File: config.mk
export PLATFORM = sky130hd
export DESIGN_NAME = async_input_filter
export DESIGN_NICKNAME = d
export VERILOG_FILES = /design/src/rtl/async_input_filter_pkg.sv /design/src/rtl/async_input_filter_chan.sv /design/src/rtl/async_input_filter.sv
export SDC_FILE = /design/constraint.sdc
export NUM_CORES = 1
export LEC_CHECK = 0
export CORE_AREA = 10 10 47 49
export CTS_CLUSTER_DIAMETER = 200
export DETAILED_ROUTE_END_ITERATION = 7
export DIE_AREA = 0 0 57 59
export HOLD_SLACK_MARGIN = 0.02
export PLACE_DENSITY_LB_ADDON = 0.2
export SETUP_SLACK_MARGIN = 0.4
export SKIP_CTS_REPAIR_TIMING = 1
export SLEW_MARGIN = 20
export SYNTH_ARGS = -nofsm -noshare
export SYNTH_HDL_FRONTEND = slang
export SYNTH_SLANG_ARGS = --single-unit
File: constraint.sdc
create_clock -name CLK -period 1.27 [get_ports CLK]
set_input_delay 0.381 -clock CLK [delete_from_list [all_inputs] [get_ports CLK]]
set_output_delay 0.381 -clock CLK [all_outputs]
set_load 0.05 [all_outputs]
File: src/rtl/async_input_filter_pkg.sv
// -----------------------------------------------------------------------------
// async_input_pkg
// Shared constants and helpers for the asynchronous input filter:
//   - legality minimums for the top-level parameters
//   - counter width helper max(1, clog2(n))
// -----------------------------------------------------------------------------
package async_input_pkg;

    // Smallest legal parameter values; the top fatals below these.
    localparam int unsigned MIN_CHANNELS      = 1;
    localparam int unsigned MIN_SYNC_STAGES   = 2;
    localparam int unsigned MIN_FILTER_CYCLES = 1;

    // Width of the per-channel stability counter: max(1, clog2(n)).
    // The counter only ever reaches n-1, so clog2(n) bits always suffice.
    function automatic int unsigned cnt_width(input int unsigned n);
        int unsigned w;
        w = $clog2(n);
        return (w < 1) ? 1 : w;
    endfunction

endpackage : async_input_pkg

File: src/rtl/async_input_filter_chan.sv
// -----------------------------------------------------------------------------
// async_input_filter_chan
// One channel of the asynchronous input conditioner: an N-stage synchronizer
// followed by a glitch filter that accepts a new level only after it has held
// for FILTER_CYCLES consecutive cycles, plus optional rise/fall pulse flops.
//
// Build option: ASYNC_INPUT_FILTER_EDGE_EN
//   defined   -> rise/fall are registered one-cycle pulses on each accepted edge
//   undefined -> no edge flops, rise/fall are tied to 0
//
// Ports:
//   clk        in   sole clock
//   rst_n      in   asynchronous active-low reset
//   async_in   in   raw asynchronous input
//   sync_out   out  last synchronizer stage (raw synchronized level)
//   stable_out out  filtered, qualified level
//   rise       out  one-cycle pulse on accepted 0->1
//   fall       out  one-cycle pulse on accepted 1->0
// -----------------------------------------------------------------------------
module async_input_filter_chan
    import async_input_pkg::*;
#(
    parameter int unsigned SYNC_STAGES   = 2,
    parameter int unsigned FILTER_CYCLES = 4,
    parameter logic        RESET_LEVEL   = 1'b0
) (
    input  logic clk,
    input  logic rst_n,
    input  logic async_in,
    output logic sync_out,
    output logic stable_out,
    output logic rise,
    output logic fall
);

    localparam int unsigned      CNT_W   = cnt_width(FILTER_CYCLES);
    localparam logic [CNT_W-1:0] CNT_MAX = CNT_W'(FILTER_CYCLES - 1);

    // Synchronizer chain; every stage is a metastability-hardened flop.
    (* ASYNC_REG = "TRUE" *) logic [SYNC_STAGES-1:0] sync_q;
    logic [SYNC_STAGES-1:0] sync_d;

    logic             stable_q;
    logic             stable_d;
    logic [CNT_W-1:0] cnt_q;
    logic [CNT_W-1:0] cnt_d;
    logic             sync_lvl_c;
    logic             accept_c;

    // Shift the raw input into the chain, oldest sample at the top bit.
    always_comb begin
        sync_d = {sync_q[SYNC_STAGES-2:0], async_in};
    end

    assign sync_lvl_c = sync_q[SYNC_STAGES-1];

    // A differing level is accepted on the cycle its hold count reaches the end.
    assign accept_c = (sync_lvl_c != stable_q) && (cnt_q == CNT_MAX);

    // Glitch filter: any return to the stable level restarts the count,
    // and the count never runs past CNT_MAX.
    always_comb begin
        stable_d = stable_q;
        cnt_d    = cnt_q;
        if (sync_lvl_c == stable_q) begin
            cnt_d = '0;
        end else if (accept_c) begin
            stable_d = sync_lvl_c;
            cnt_d    = '0;
        end else begin
            cnt_d = cnt_q + CNT_W'(1);
        end
    end

    // Synchronizer and filter state.
    always_ff @(posedge clk or negedge rst_n) begin
        if (!rst_n) begin
            sync_q   <= {SYNC_STAGES{RESET_LEVEL}};
            stable_q <= RESET_LEVEL;
            cnt_q    <= '0;
        end else begin
            sync_q   <= sync_d;
            stable_q <= stable_d;
            cnt_q    <= cnt_d;
        end
    end

    assign sync_out   = sync_lvl_c;
    assign stable_out = stable_q;

`ifdef ASYNC_INPUT_FILTER_EDGE_EN
    logic rise_q;
    logic rise_d;
    logic fall_q;
    logic fall_d;

    // Pulses are loaded on the same edge that updates stable_q, so they line
    // up with the first cycle of the new filtered level.
    always_comb begin
        rise_d = accept_c &  sync_lvl_c;
        fall_d = accept_c & ~sync_lvl_c;
    end

    always_ff @(posedge clk or negedge rst_n) begin
        if (!rst_n) begin
            rise_q <= 1'b0;
            fall_q <= 1'b0;
        end else begin
            rise_q <= rise_d;
            fall_q <= fall_d;
        end
    end

    assign rise = rise_q;
    assign fall = fall_q;
`else
    // Edge detection not built; ports kept for a stable interface.
    assign rise = 1'b0;
    assign fall = 1'b0;
`endif

endmodule : async_input_filter_chan

File: src/rtl/async_input_filter.sv
// -----------------------------------------------------------------------------
// async_input_filter
// Multi-channel conditioner for asynchronous inputs. Each channel is an
// independent synchronizer + glitch filter (async_input_filter_chan); there is
// no cross-channel coherency.
//
// Build option: ASYNC_INPUT_FILTER_EDGE_EN enables the RISE/FALL pulse flops;
// without it RISE and FALL are constant 0.
//
// Parameters:
//   CHANNELS      number of channels (>= 1)
//   SYNC_STAGES   synchronizer depth (>= 2)
//   FILTER_CYCLES cycles a new level must hold before acceptance (>= 1)
//   RESET_LEVEL   reset value of every synchronizer and filter flop
//
// Ports:
//   CLK        in   sole clock
//   RST_N      in   asynchronous active-low reset
//   ASYNC_IN   in   [CHANNELS] asynchronous inputs
//   SYNC_OUT   out  [CHANNELS] raw synchronized levels
//   STABLE_OUT out  [CHANNELS] filtered levels
//   RISE       out  [CHANNELS] one-cycle pulse on filtered 0->1
//   FALL       out  [CHANNELS] one-cycle pulse on filtered 1->0
// -----------------------------------------------------------------------------
module async_input_filter
    import async_input_pkg::*;
#(
    parameter int unsigned CHANNELS      = 1,
    parameter int unsigned SYNC_STAGES   = 2,
    parameter int unsigned FILTER_CYCLES = 4,
    parameter logic        RESET_LEVEL   = 1'b0
) (
    input  logic                CLK,
    input  logic                RST_N,
    input  logic [CHANNELS-1:0] ASYNC_IN,
    output logic [CHANNELS-1:0] SYNC_OUT,
    output logic [CHANNELS-1:0] STABLE_OUT,
    output logic [CHANNELS-1:0] RISE,
    output logic [CHANNELS-1:0] FALL
);

    // Reject illegal configurations at elaboration.
    if (CHANNELS < MIN_CHANNELS) begin : g_bad_channels
        $fatal(1, "async_input_filter: CHANNELS=%0d, must be >= %0d",
               CHANNELS, MIN_CHANNELS);
    end
    if (SYNC_STAGES < MIN_SYNC_STAGES) begin : g_bad_sync
        $fatal(1, "async_input_filter: SYNC_STAGES=%0d, must be >= %0d",
               SYNC_STAGES, MIN_SYNC_STAGES);
    end
    if (FILTER_CYCLES < MIN_FILTER_CYCLES) begin : g_bad_filter
        $fatal(1, "async_input_filter: FILTER_CYCLES=%0d, must be >= %0d",
               FILTER_CYCLES, MIN_FILTER_CYCLES);
    end

    // One independent conditioner per channel.
    for (genvar ch = 0; ch < CHANNELS; ch++) begin : g_chan
        async_input_filter_chan #(
            .SYNC_STAGES  (SYNC_STAGES),
            .FILTER_CYCLES(FILTER_CYCLES),
            .RESET_LEVEL  (RESET_LEVEL)
        ) u_chan (
            .clk       (CLK),
            .rst_n     (RST_N),
            .async_in  (ASYNC_IN[ch]),
            .sync_out  (SYNC_OUT[ch]),
            .stable_out(STABLE_OUT[ch]),
            .rise      (RISE[ch]),
            .fall      (FALL[ch])
        );
    end

endmodule : async_input_filter

==> qor.txt, run 1 <==
Internal: 544 µW
CTS tree: built
pwr/cell area: 2350 nW/µm²
status: finished, final reports clean
Critical Path AT: 0.82 ns
Crit path depth: 1
R2R depth: 2
Layout area overhead: 80.5%
Unique masters post-synth: 8
Worst path max stage delay: 0.42 ns
Final Skew: 0.00773 ns
Comb power frac: 46.8%
Placement Setup Slack: 0.283 ns
reg2reg start: g_chan[0].u_chan.cnt_q[0]$_DFF_PN0_
max-slew violations: 0
Die Area: 3360 µm²
RD Place Congestion: 0.634
period utilization: 94.7%
Via Count: 121
TritonCTS buffer count: 3
Worst setup EP type: primary output
largest net degree at the start of global routing: 6
number of DRC markers in iteration 0: 0
footprint of the multi-input gates: 91.3 µm²
fmax: 832 MHz
Max Cap Viol: 0
commonest non-fill, non-tap cells in the layout: 3 x clkbuf_4, 3 x dfrtp_1, 3 x buf_4
die width: 57 µm
hold violation total from the final report: 0
hold crit path type: reg2reg
port bufs: 4
FF-to-FF End: g_chan[0].u_chan.stable_out$_DFFE_PN0P_
Clock Power Share: 22.6%
starting density of the core: 13.8%
mean number of vias per cell: 3.10
crit start category: flip-flop
clk buf depth: 2
R2R setup slack: 0.30 ns
worst-path cell chain: buf_12
first-pass GRT wire length: 579 µm
peak supply drop: 804 µV
total gr overflow: 0
Pre-antenna DRT Iters: 1
Clk Latency, worst-skew pair: 0.25 ns
Hold Crit Depth: 0
Worst path top cell family by delay: flip-flops
IO Pins: 7
Seq pwr share: 30.6%
synth warn: 0
initial antenna violation count: 0
Crit Path Max Fanout: 2
CP Buf/Inv Count: 1
drc violations: 0
ANT cells: 0
DRT Wirelength: 399 µm
register bit total from synthesis: 5
Mapped Avg Cell Area: 14.8 µm²
Filler Cell Count: 152
sequential area share after synthesis: 64.9%
root buf cell: clkbuf_4
clock sink total: 5
fraction of layout cells with a size suffix above 1: 60.9%
Mapped Cells: 13
DRT antenna net count: 0
Fin Hold WS: 0.337 ns
sw power: 275 µW
final worst setup slack: 0.0676 ns
register area: 128 µm²
Routed wire per std cell: 10.2 µm
critical path class: reg2out
All-Layer GR Usage: 2.55%
min-delay src: g_chan[0].u_chan.sync_q[0]$_DFF_PN0_
row cnt: 14
Clock H-tree levels: 1
Chip Height: 59 µm
number of global-route vias before repair: 139
# setup viols final: 0
RSZ-0062 raised after global routing: yes
CTS clk-pin slew, worst paths: 0.05 ns
min Tclk post-route: 1.20 ns
Crit-path slowest cell: dfrtp_2
nets: 28
Core ar.: 1400 µm²
Sw Share: 33.6%
Hold EP: g_chan[0].u_chan.sync_q[1]$_DFF_PN0_
CP required: 0.89 ns
synthesized area: 193 µm²
setup TNS: 0 ns
leakage: 0.150 nW
## synth_stat cells
master   number  area [µm²]
buf_4         2        15.0
conb_1        1        3.75
dfrtp_1       5         125
ha_1          1        12.5
mux2_2        1        11.3
nor2b_1       1        6.26
nor3_2        1        10.0
xnor2_1       1        8.76
## cell type report
| cell class | instances | area share, % |
|---|---|---|
| repair buffers | 7 | 23.7 |
| clock buffers | 4 | 7.55 |
| well taps | 16 | 5.76 |
| flip-flops and latches | 5 | 36.7 |
| multi-input cells | 7 | 26.3 |
## stage by stage
| step | cells | power, mW | cell area [µm²] | utilization (%) |
|---|---|---|---|---|
| after floorplan | 14 | 0.426 | 213 | - |
| after global placement | 32 | 0.531 | 278 | 19.8 |
| after detailed placement | 32 | 0.532 | 278 | 19.8 |
| after CTS | 36 | 0.728 | 304 | 21.7 |
| after global routing | 39 | 0.871 | 348 | 24.8 |
| final | 39 | 0.819 | 348 | 24.8 |
## logic make-up (layout without fill, tap and decap cells)
family / Yosys count / count (layout) / synth area share, %
xor gates and xnor gates: 1 / 1 / 4.55
adders and majority gates: 1 / 1 / 6.49
buffers and inverters: 2 / 11 / 7.79
DFF: 5 / 5 / 64.9
muxes: 1 / 1 / 5.84
other: 1 / 2 / 1.95
and+or+nand+nor: 2 / 2 / 8.44
## metal layers
metal  vias up  part of all wire [%]  GRT usage [%]
li1         57                     -              -
met1        54                    30           1.66
met2         7                    49           3.10
met3         3                    18           4.08
met4         0                   2.5           2.01
met5         -                     0              0
## power groups by stage
stage | clock network, mW | logic (mW) | registers [mW]
finish | 0.185 | 0.383 | 0.250
global route | 0.208 | 0.410 | 0.253
floorplan | 0 | 0.120 | 0.307
detailed placement | 0 | 0.274 | 0.258
CTS | 0.195 | 0.278 | 0.256
global placement | 0 | 0.275 | 0.256
## how the worst max path moves through the flow
stage,from,end,slack [ns]
global placement,g_chan[0].u_chan.cnt_q[0]$_DFF_PN0_,g_chan[0].u_chan.stable_out$_DFFE_PN0P_,0.29
global route,g_chan[0].u_chan.sync_q[1]$_DFF_PN0_,SYNC_OUT,0.05
detailed placement,g_chan[0].u_chan.cnt_q[0]$_DFF_PN0_,g_chan[0].u_chan.stable_out$_DFFE_PN0P_,0.28
CTS,g_chan[0].u_chan.sync_q[1]$_DFF_PN0_,SYNC_OUT,0.03
finish,g_chan[0].u_chan.sync_q[1]$_DFF_PN0_,SYNC_OUT,0.07
floorplan,g_chan[0].u_chan.cnt_q[0]$_DFF_PN0_,g_chan[0].u_chan.stable_out$_DFFE_PN0P_,0.31
## flip-flops by register name, summed over array words and instances (netlist names)
register	cells
g_chan.u_chan.cnt_q	2
g_chan.u_chan.sync_q	2
g_chan.u_chan.stable_out	1
Power figures use the tool's default switching activity.
==> run 2, diff against run 1 <==
Settings changed: ABC_AREA set to 1, PLACE_DENSITY set to 0.37, PLACE_DENSITY_LB_ADDON 0.2 to not set.
==> run 2 against run 1 <==
Sequential power hardly changed. Core utilization shrank 2.4 points. Design area is 9.7% lower. First-iteration DRC count is the same. Via count increased by 17%. Global-route usage grew 0.18 points. Critical path depth stayed put. Worst setup slack better by 0.0028 ns. Area after synthesis up 4.5%. Critical path type unchanged. Highest routed layer is now met3.
==> qor.txt, run 2 <==
R2R setup slack: 0.35 ns
Placement Setup Slack: 0.318 ns
max-slew violations: 0
fraction of layout cells with a size suffix above 1: 37.0%
Die Area: 3360 µm²
clock sink total: 5
Non-Filler Instances: 43
fmax: 834 MHz
peak supply drop: 590 µV
Finished Core Util: 22.4%
Pre-antenna DRT Iters: 1
Crit path depth: 1
row cnt: 14
crit start category: flip-flop
Hold Crit Depth: 0
total gr overflow: 0
pwr/cell area: 2210 nW/µm²
sequential area share after synthesis: 62.1%
commonest non-fill, non-tap cells in the layout: 4 x nand2_1, 3 x clkbuf_4, 3 x dfrtp_1
Clk Latency, worst-skew pair: 0.23 ns
final worst setup slack: 0.0704 ns
number of DRC markers in iteration 0: 0
placed insts: 39
clk buf depth: 2
Crit Path Max Fanout: 4
port bufs: 4
Unique masters post-synth: 9
CP Buf/Inv Count: 1
register bit total from synthesis: 5
drc violations: 0
Clock H-tree levels: 1
die width: 57 µm
Layout area overhead: 55.9%
initial antenna violation count: 0
Critical Path AT: 0.82 ns
synthesized area: 201 µm²
DRT Wirelength: 343 µm
starting density of the core: 14.4%
Filler Cell Count: 159
Via Count: 141
# setup viols final: 0
critical path class: reg2out
leakage: 0.144 nW
CP required: 0.89 ns
Worst path top cell family by delay: flip-flops
synth warn: 0
Tot Pwr: 695 µW
DP HPWL: 291 µm
status: finished, final reports clean
top cells by area, synth: dfrtp_1 62%, buf_4 7.5%, nand2_1 7.5%
Fin Hold WS: 0.349 ns
Mapped Cells: 20
R2R depth: 3
Worst path max stage delay: 0.43 ns
min Tclk post-route: 1.20 ns
nets: 32
Async SR Flop Fraction: 100%
first-pass GRT wire length: 593 µm
Final Skew: 0.00127 ns
Routed wire per std cell: 7.98 µm
hold violation total from the final report: 0
Chip Height: 59 µm
Synth area leader: dfrtp_1
Synth top cells by count: 5 x dfrtp_1, 4 x nand2_1, 3 x inv_1, 2 x buf_4, 2 x nor2_1
largest net degree at the start of global routing: 6
ANT cells: 0
worst-path cell chain: buf_12
RD Place Congestion: 0.677
period utilization: 94.5%
Synth top area share: 62.1%
Post-synth EDFFs: 0
TritonCTS buffer count: 3
mean number of vias per cell: 3.28
most common cell after layout, fill and taps aside: nand2_1
most frequent cell after synthesis: dfrtp_1
CTS tree: built
Mapped Avg Cell Area: 10.1 µm²
CTS clk-pin slew, worst paths: 0.04 ns
Worst setup EP type: primary output
Finished Cell Area: 314 µm²
setup TNS: 0 ns
Top FF cell, synth: dfrtp_1
All-Layer GR Usage: 2.73%
RSZ-0062 raised after global routing: yes
Core ar.: 1400 µm²
IO Pins: 7
root buf cell: clkbuf_4
Area after DPL: 275 µm²
Crit-path slowest cell: dfrtp_2
hold crit path type: reg2reg
DRT antenna net count: 0
number of global-route vias before repair: 146
Max Cap Viol: 0
==> run 2: cells by family (layout without fill, tap and decap cells) <==
group | count (synthesis) | in the layout | share of synthesized area, %
and+or+nand+nor | 7 | 7 | 14.3
DFF | 5 | 5 | 62.1
buffers and inverters | 5 | 11 | 13.0
adders and majority gates | 1 | 1 | 6.21
other | 1 | 2 | 1.86
AOI/OAI and AO/OA | 1 | 1 | 2.48
==> run 2: path summary, 6_finish.rpt <==
kind | startpoint | end
worst max-delay path | g_chan[0].u_chan.sync_q[1]$_DFF_PN0_ | SYNC_OUT
worst min-delay path | g_chan[0].u_chan.sync_q[0]$_DFF_PN0_ | g_chan[0].u_chan.sync_q[1]$_DFF_PN0_
worst max register to register | g_chan[0].u_chan.cnt_q[0]$_DFF_PN0_ | g_chan[0].u_chan.cnt_q[0]$_DFF_PN0_
worst min register to register | g_chan[0].u_chan.sync_q[0]$_DFF_PN0_ | g_chan[0].u_chan.sync_q[1]$_DFF_PN0_
max in group asynchronous | RST_N | g_chan[0].u_chan.sync_q[1]$_DFF_PN0_
min in group asynchronous | RST_N | g_chan[0].u_chan.sync_q[0]$_DFF_PN0_
==> run 2: routing by layer <==
layer	wire, µm	global-route usage [%]
met1	99	1.68
met2	206	3.57
met3	37	2.36
met4	0	5.03
met5	0	0
==> run 2: report_power, final <==
part           internal (mW)  switching (mW)
registers              0.208          0.0419
clock network          0.118          0.0567
logic                  0.126           0.144
total                  0.453           0.242
==> run 2: layout make-up <==
cell class / instances / area (µm²) / share of cell area, %
sequential: 5 / 128 / 40.6
inverter: 3 / 11.3 / 3.59
timing repair buffer: 4 / 60.1 / 19.1
clock buffer: 4 / 26.3 / 8.37
tap: 16 / 20.0 / 6.37
multi-input combinational: 11 / 68.8 / 21.9
==> run 3, diff against run 2 <==
Settings changed: ABC_AREA 1 to not set.
==> run 3 against run 2 <==
Worst hold slack better by 0.00069 ns. Die area did not move. Non-clock buffer count increased by 3. Worst setup slack got worse by 0.022 ns. Wire length grew 14%. Global-route usage about the same. Clock skew about the same. Register-to-register slack got worse by 0.08 ns. First-iteration DRC count unchanged. Largest cell class unchanged. Highest routed layer unchanged.
==> qor.txt, run 3 (synthesized netlist as in run 1, its figures left out) <==
Hold EP: g_chan[0].u_chan.sync_q[1]$_DFF_PN0_
clk buf depth: 2
Chip Height: 59 µm
clock sink total: 5
Filler Cell Count: 151
period utilization: 96.2%
Hold Crit Depth: 0
worst-path cell chain: buf_12
CP Buf/Inv Count: 1
Worst setup EP type: primary output
mean number of vias per cell: 3.13
die width: 57 µm
min Tclk post-route: 1.22 ns
root buf cell: clkbuf_4
Non-Filler Instances: 39
Pre-antenna DRT Iters: 1
Max Cap Viol: 0
Clk Latency, worst-skew pair: 0.23 ns
commonest non-fill, non-tap cells in the layout: 3 x clkbuf_4, 3 x dfrtp_1
hold violation total from the final report: 0
Area after DPL: 278 µm²
CP required: 0.89 ns
leakage: 0.151 nW
# setup viols final: 0
number of global-route vias before repair: 160
starting density of the core: 13.8%
Critical Path AT: 0.84 ns
peak supply drop: 629 µV
crit start category: flip-flop
port bufs: 4
Tot Pwr: 808 µW
DP HPWL: 314 µm
pwr/cell area: 2330 nW/µm²
row cnt: 14
first-pass GRT wire length: 641 µm
TritonCTS buffer count: 3
fmax: 819 MHz
Die Area: 3360 µm²
hold crit path type: reg2reg
IO Pins: 7
placed insts: 32
largest net degree at the start of global routing: 6
DRT Wirelength: 391 µm
RD Place Congestion: 0.602
Crit Path Max Fanout: 3
Finished Cell Area: 347 µm²
Layout area overhead: 79.9%
min-delay src: g_chan[0].u_chan.sync_q[0]$_DFF_PN0_
RSZ-0062 raised after global routing: yes
initial antenna violation count: 0
Core ar.: 1400 µm²
reg2reg start: g_chan[0].u_chan.cnt_q[0]$_DFF_PN0_
final worst setup slack: 0.0484 ns
Worst path top cell family by delay: flip-flops
Via Count: 122
Final Skew: 0.000870 ns
number of DRC markers in iteration 0: 0
CTS clk-pin slew, worst paths: 0.04 ns
Finished Core Util: 24.7%
Placement Setup Slack: 0.272 ns
total gr overflow: 0
R2R setup slack: 0.27 ns
CTS tree: built
max-slew violations: 0
Clock H-tree levels: 1
Crit-path slowest cell: dfrtp_2
R2R depth: 2
Worst path max stage delay: 0.44 ns
fraction of layout cells with a size suffix above 1: 60.9%
FF-to-FF End: g_chan[0].u_chan.stable_out$_DFFE_PN0P_
Routed wire per std cell: 10.0 µm
drc violations: 0
setup TNS: 0 ns
DRT antenna net count: 0
All-Layer GR Usage: 2.72%
status: finished, final reports clean
nets: 28
critical path class: reg2out
ANT cells: 0
Fin Hold WS: 0.350 ns
[run 3: changes by cell type in the layout (fill, tap and decap cells not counted), sizes merged]
cell / delta
nor3: +1
nor2b: +1
mux2: +1
buf: +3
xnor2: +1
o21ai: -1
or2: -1
nor2: -2
inv: -3
nand2: -4
[run 3: worst max-delay path by stage]
stage	from	end	slack [ns]	cells after the start
2_1_floorplan	g_chan[0].u_chan.cnt_q[0]$_DFF_PN0_	g_chan[0].u_chan.stable_out$_DFFE_PN0P_	0.31	2
3_5_place_dp	g_chan[0].u_chan.cnt_q[0]$_DFF_PN0_	g_chan[0].u_chan.stable_out$_DFFE_PN0P_	0.27	2
6_report	g_chan[0].u_chan.sync_q[1]$_DFF_PN0_	SYNC_OUT	0.05	1
5_1_grt	g_chan[0].u_chan.sync_q[1]$_DFF_PN0_	SYNC_OUT	0.03	1
3_3_place_gp	g_chan[0].u_chan.sync_q[1]$_DFF_PN0_	SYNC_OUT	0.30	1
4_1_cts	g_chan[0].u_chan.stable_out$_DFFE_PN0P_	STABLE_OUT	0.03	1
[run 3: final cells by class]
class	instances	area (µm²)	area share, %
flip-flops and latches	5	128	36.8
multi-input cells	7	86.3	24.9
repair buffers	7	86.3	24.9
clock buffers	4	26.3	7.58
well taps	16	20.0	5.78
[run 3: report_power, final]
group	total [mW]	internal (mW)	switching, mW
logic	0.374	0.213	0.161
registers	0.257	0.209	0.0477
clock network	0.177	0.118	0.0582
total	0.808	0.541	0.267
[run 3: metal layers]
| layer | GRT usage [%] | vias up | share of wire [%] |
|---|---|---|---|
| met5 | 0 | - | 0 |
| met2 | 4.19 | 4 | 62 |
| met4 | 4.03 | 0 | 0 |
| li1 | - | 56 | - |
| met3 | 1.93 | 0 | 10 |
| met1 | 1.78 | 62 | 28 |
==> variant, RTL diff (settings of run 3) <==
`FILTER_CYCLES` is set to 4 in 2 places; all go to 5.
--- a/src/rtl/async_input_filter_chan.sv
+++ b/src/rtl/async_input_filter_chan.sv
@@ -23,3 +23,3 @@
     parameter int unsigned SYNC_STAGES   = 2,
-    parameter int unsigned FILTER_CYCLES = 4,
+    parameter int unsigned FILTER_CYCLES = 5,
     parameter logic        RESET_LEVEL   = 1'b0
--- a/src/rtl/async_input_filter.sv
+++ b/src/rtl/async_input_filter.sv
@@ -29,3 +29,3 @@
     parameter int unsigned SYNC_STAGES   = 2,
-    parameter int unsigned FILTER_CYCLES = 4,
+    parameter int unsigned FILTER_CYCLES = 5,
     parameter logic        RESET_LEVEL   = 1'b0
Behaviour: not the same (Yosys sat finds a counterexample within 10 cycles, from zero or initial values and one cycle with RST_N low).
==> variant against run 3 <==
- total power up 4.4%
- core utilization rose by 3.6 points
- worst setup slack better by 0.0040 ns
- design area increased by 14%
- sequential cell count grew 1
- register-to-register slack got worse by 0.18 ns
- maximum frequency rose by 0.33%
- area after synthesis is 36% higher
- routed wire length increased by 22%
- critical path type unchanged
- highest routed layer unchanged
==> variant: results (changes against run 3) <==
Finish
  – Share of post-route cells with drive strength above 1: 55.17% (was 60.87%)
  – Filler cells: 149 (was 151)
  – Area grow syn2layout: 51.67% (was 79.87%)
  – Register with the most flip-flops: g_chan.u_chan.cnt_q
  – Nets: 35 (was 28)
  – N_diodes: 0 (unchanged)
  – Finished Layout Cells: 45 (was 39)

Placed design
  – IO buf count: 4 (unchanged)
  – Cell count after placement: 40 (was 32)
  – GPL Wtd Cong: 0.7118 (was 0.6022)
  – Placed cell areas: 345.3 µm² (was 277.8 µm²)
  – DP Wirelength: 405.4 µm (was 313.7 µm)

Setup path
  – CP arrival: 0.84 ns (about the same)
  – CP max stage delay: 0.43 ns
  – Cells on worst reg2reg path: 3 (was 2)

Worst hold path
  – Worst hold-check path type: flop to flop (unchanged)
  – Hold-critical path depth: 0 (unchanged)

Detailed routing
  – Routed WL: 476 µm (was 391 µm)
  – Vias per cell: 3.667 (was 3.128)
  – First-pass detailed-route iteration total: 2 (was 1)
  – Violation count after the first detailed-route iteration: 2 (was 0)

Synthesis
  – Yosys warning count: 0 (unchanged)
  – Netlist cell types: 13 (was 8)
  – Sequential share of the synthesized area: 57.42% (was 64.94%)
  – Avg Cell Area, Syn: 12.45 µm² (was 14.82 µm²)
  – Synth async-reset ratio: 100.0% (unchanged)
  – Top cells by area, synth: dfrtp_1 57%, ha_1 9.6%, buf_4 5.7% (was dfrtp_1 65%, buf_4 7.8%, ha_1 6.5%)
  – Commonest cells post-synth: 6 x dfrtp_1, 2 x buf_4, 2 x ha_1, 2 x inv_1 (was 5 x dfrtp_1, 2 x buf_4)

GRT
  – GRT Total Usage: 3.205% (was 2.724%)
  – Largest net degree at the start of global routing: 7 (was 6)
  – Initial antenna violation count: 0 (unchanged)
  – First-pass GRT wire length: 731 µm (was 641 µm)
  – Number of global-route vias before repair: 196 (was 160)

Clock network
  – Clock transition at path regs: 0.05 ns
  – Num CTS Buffers: 3 (unchanged)
  – Clock sink count: 6 (was 5)
  – Worst skew pair latency: 0.24 ns

Power
  – VDD IR max: 751.8 µV (was 629.4 µV)
  – Sw Pwr: 0.0002892 W (was 0.0002673 W)
  – Leak pwr: 0.1714 nW (was 0.1509 nW)

STA
  – Final Skew: 0.005654 ns (was 0.0008696 ns)

Outcome
  – Status: finished clean (unchanged)
## variant: cells by family after synthesis
logic type / count (synthesis) / synth area share [%]
flip-flops: 6 / 57.41
AND/OR/NAND/NOR: 4 / 10.53
buffers and inverters: 4 / 8.612
adder cells (fa/ha/maj): 2 / 9.568
AO/OA/AOI/OAI: 2 / 4.784
other: 1 / 1.434
XOR/XNOR: 1 / 3.350
multiplexers: 1 / 4.306
## variant: path summary, 6_finish.rpt
check | startpoint | end | slack [ns]
setup / recovery | g_chan[0].u_chan.stable_out$_DFFE_PN0P_ | STABLE_OUT | 0.05
min in group asynchronous | RST_N | g_chan[0].u_chan.sync_q[0]$_DFF_PN0_ | 0.37
setup reg to reg | g_chan[0].u_chan.cnt_q[0]$_DFF_PN0_ | g_chan[0].u_chan.cnt_q[2]$_DFF_PN0_ | 0.09
hold / removal | g_chan[0].u_chan.sync_q[0]$_DFF_PN0_ | g_chan[0].u_chan.sync_q[1]$_DFF_PN0_ | 0.36
hold reg to reg | g_chan[0].u_chan.sync_q[0]$_DFF_PN0_ | g_chan[0].u_chan.sync_q[1]$_DFF_PN0_ | 0.36
max in group asynchronous | RST_N | g_chan[0].u_chan.stable_out$_DFFE_PN0P_ | 0.67
## variant: power by group through the flow
stage | Sequential (W) | Clock [W] | Combinational [W]
2_1_floorplan | 0.000338 | 0 | 0.000136
3_3_place_gp | 0.000294 | 0 | 0.000284
3_5_place_dp | 0.000298 | 0 | 0.000297
4_1_cts | 0.000295 | 0.000197 | 0.000298
5_1_grt | 0.000303 | 0.000211 | 0.000391
6_report | 0.000299 | 0.000182 | 0.000362
## variant: routing by layer
layer / up-vias / GRT usage, % / routed length [µm]
li1: 81 / - / -
met1: 80 / 1.912 / 152
met2: 4 / 5.116 / 278
met3: 0 / 2.146 / 44
met4: 0 / 5.034 / 0
met5: - / 0 / 0
## variant: area by class of cell
class,count,area share (%)
flip-flops and latches,6,38.49
multi-input cells,12,30.91
repair buffers,5,17.03
clock buffers,4,6.625
well taps,16,5.047
inverters,2,1.893
## variant: metrics by stage
| stage | hold WS (ns) | worst slack [ns] |
|---|---|---|
| after detailed placement | 0.3470 | 0.08520 |
| after floorplan | 0.08541 | 0.1750 |
| after CTS | 0.3653 | 0.03479 |
| after global routing | 0.3791 | 0.02192 |
| after global placement | 0.3396 | 0.1127 |
| final | 0.3560 | 0.05239 |
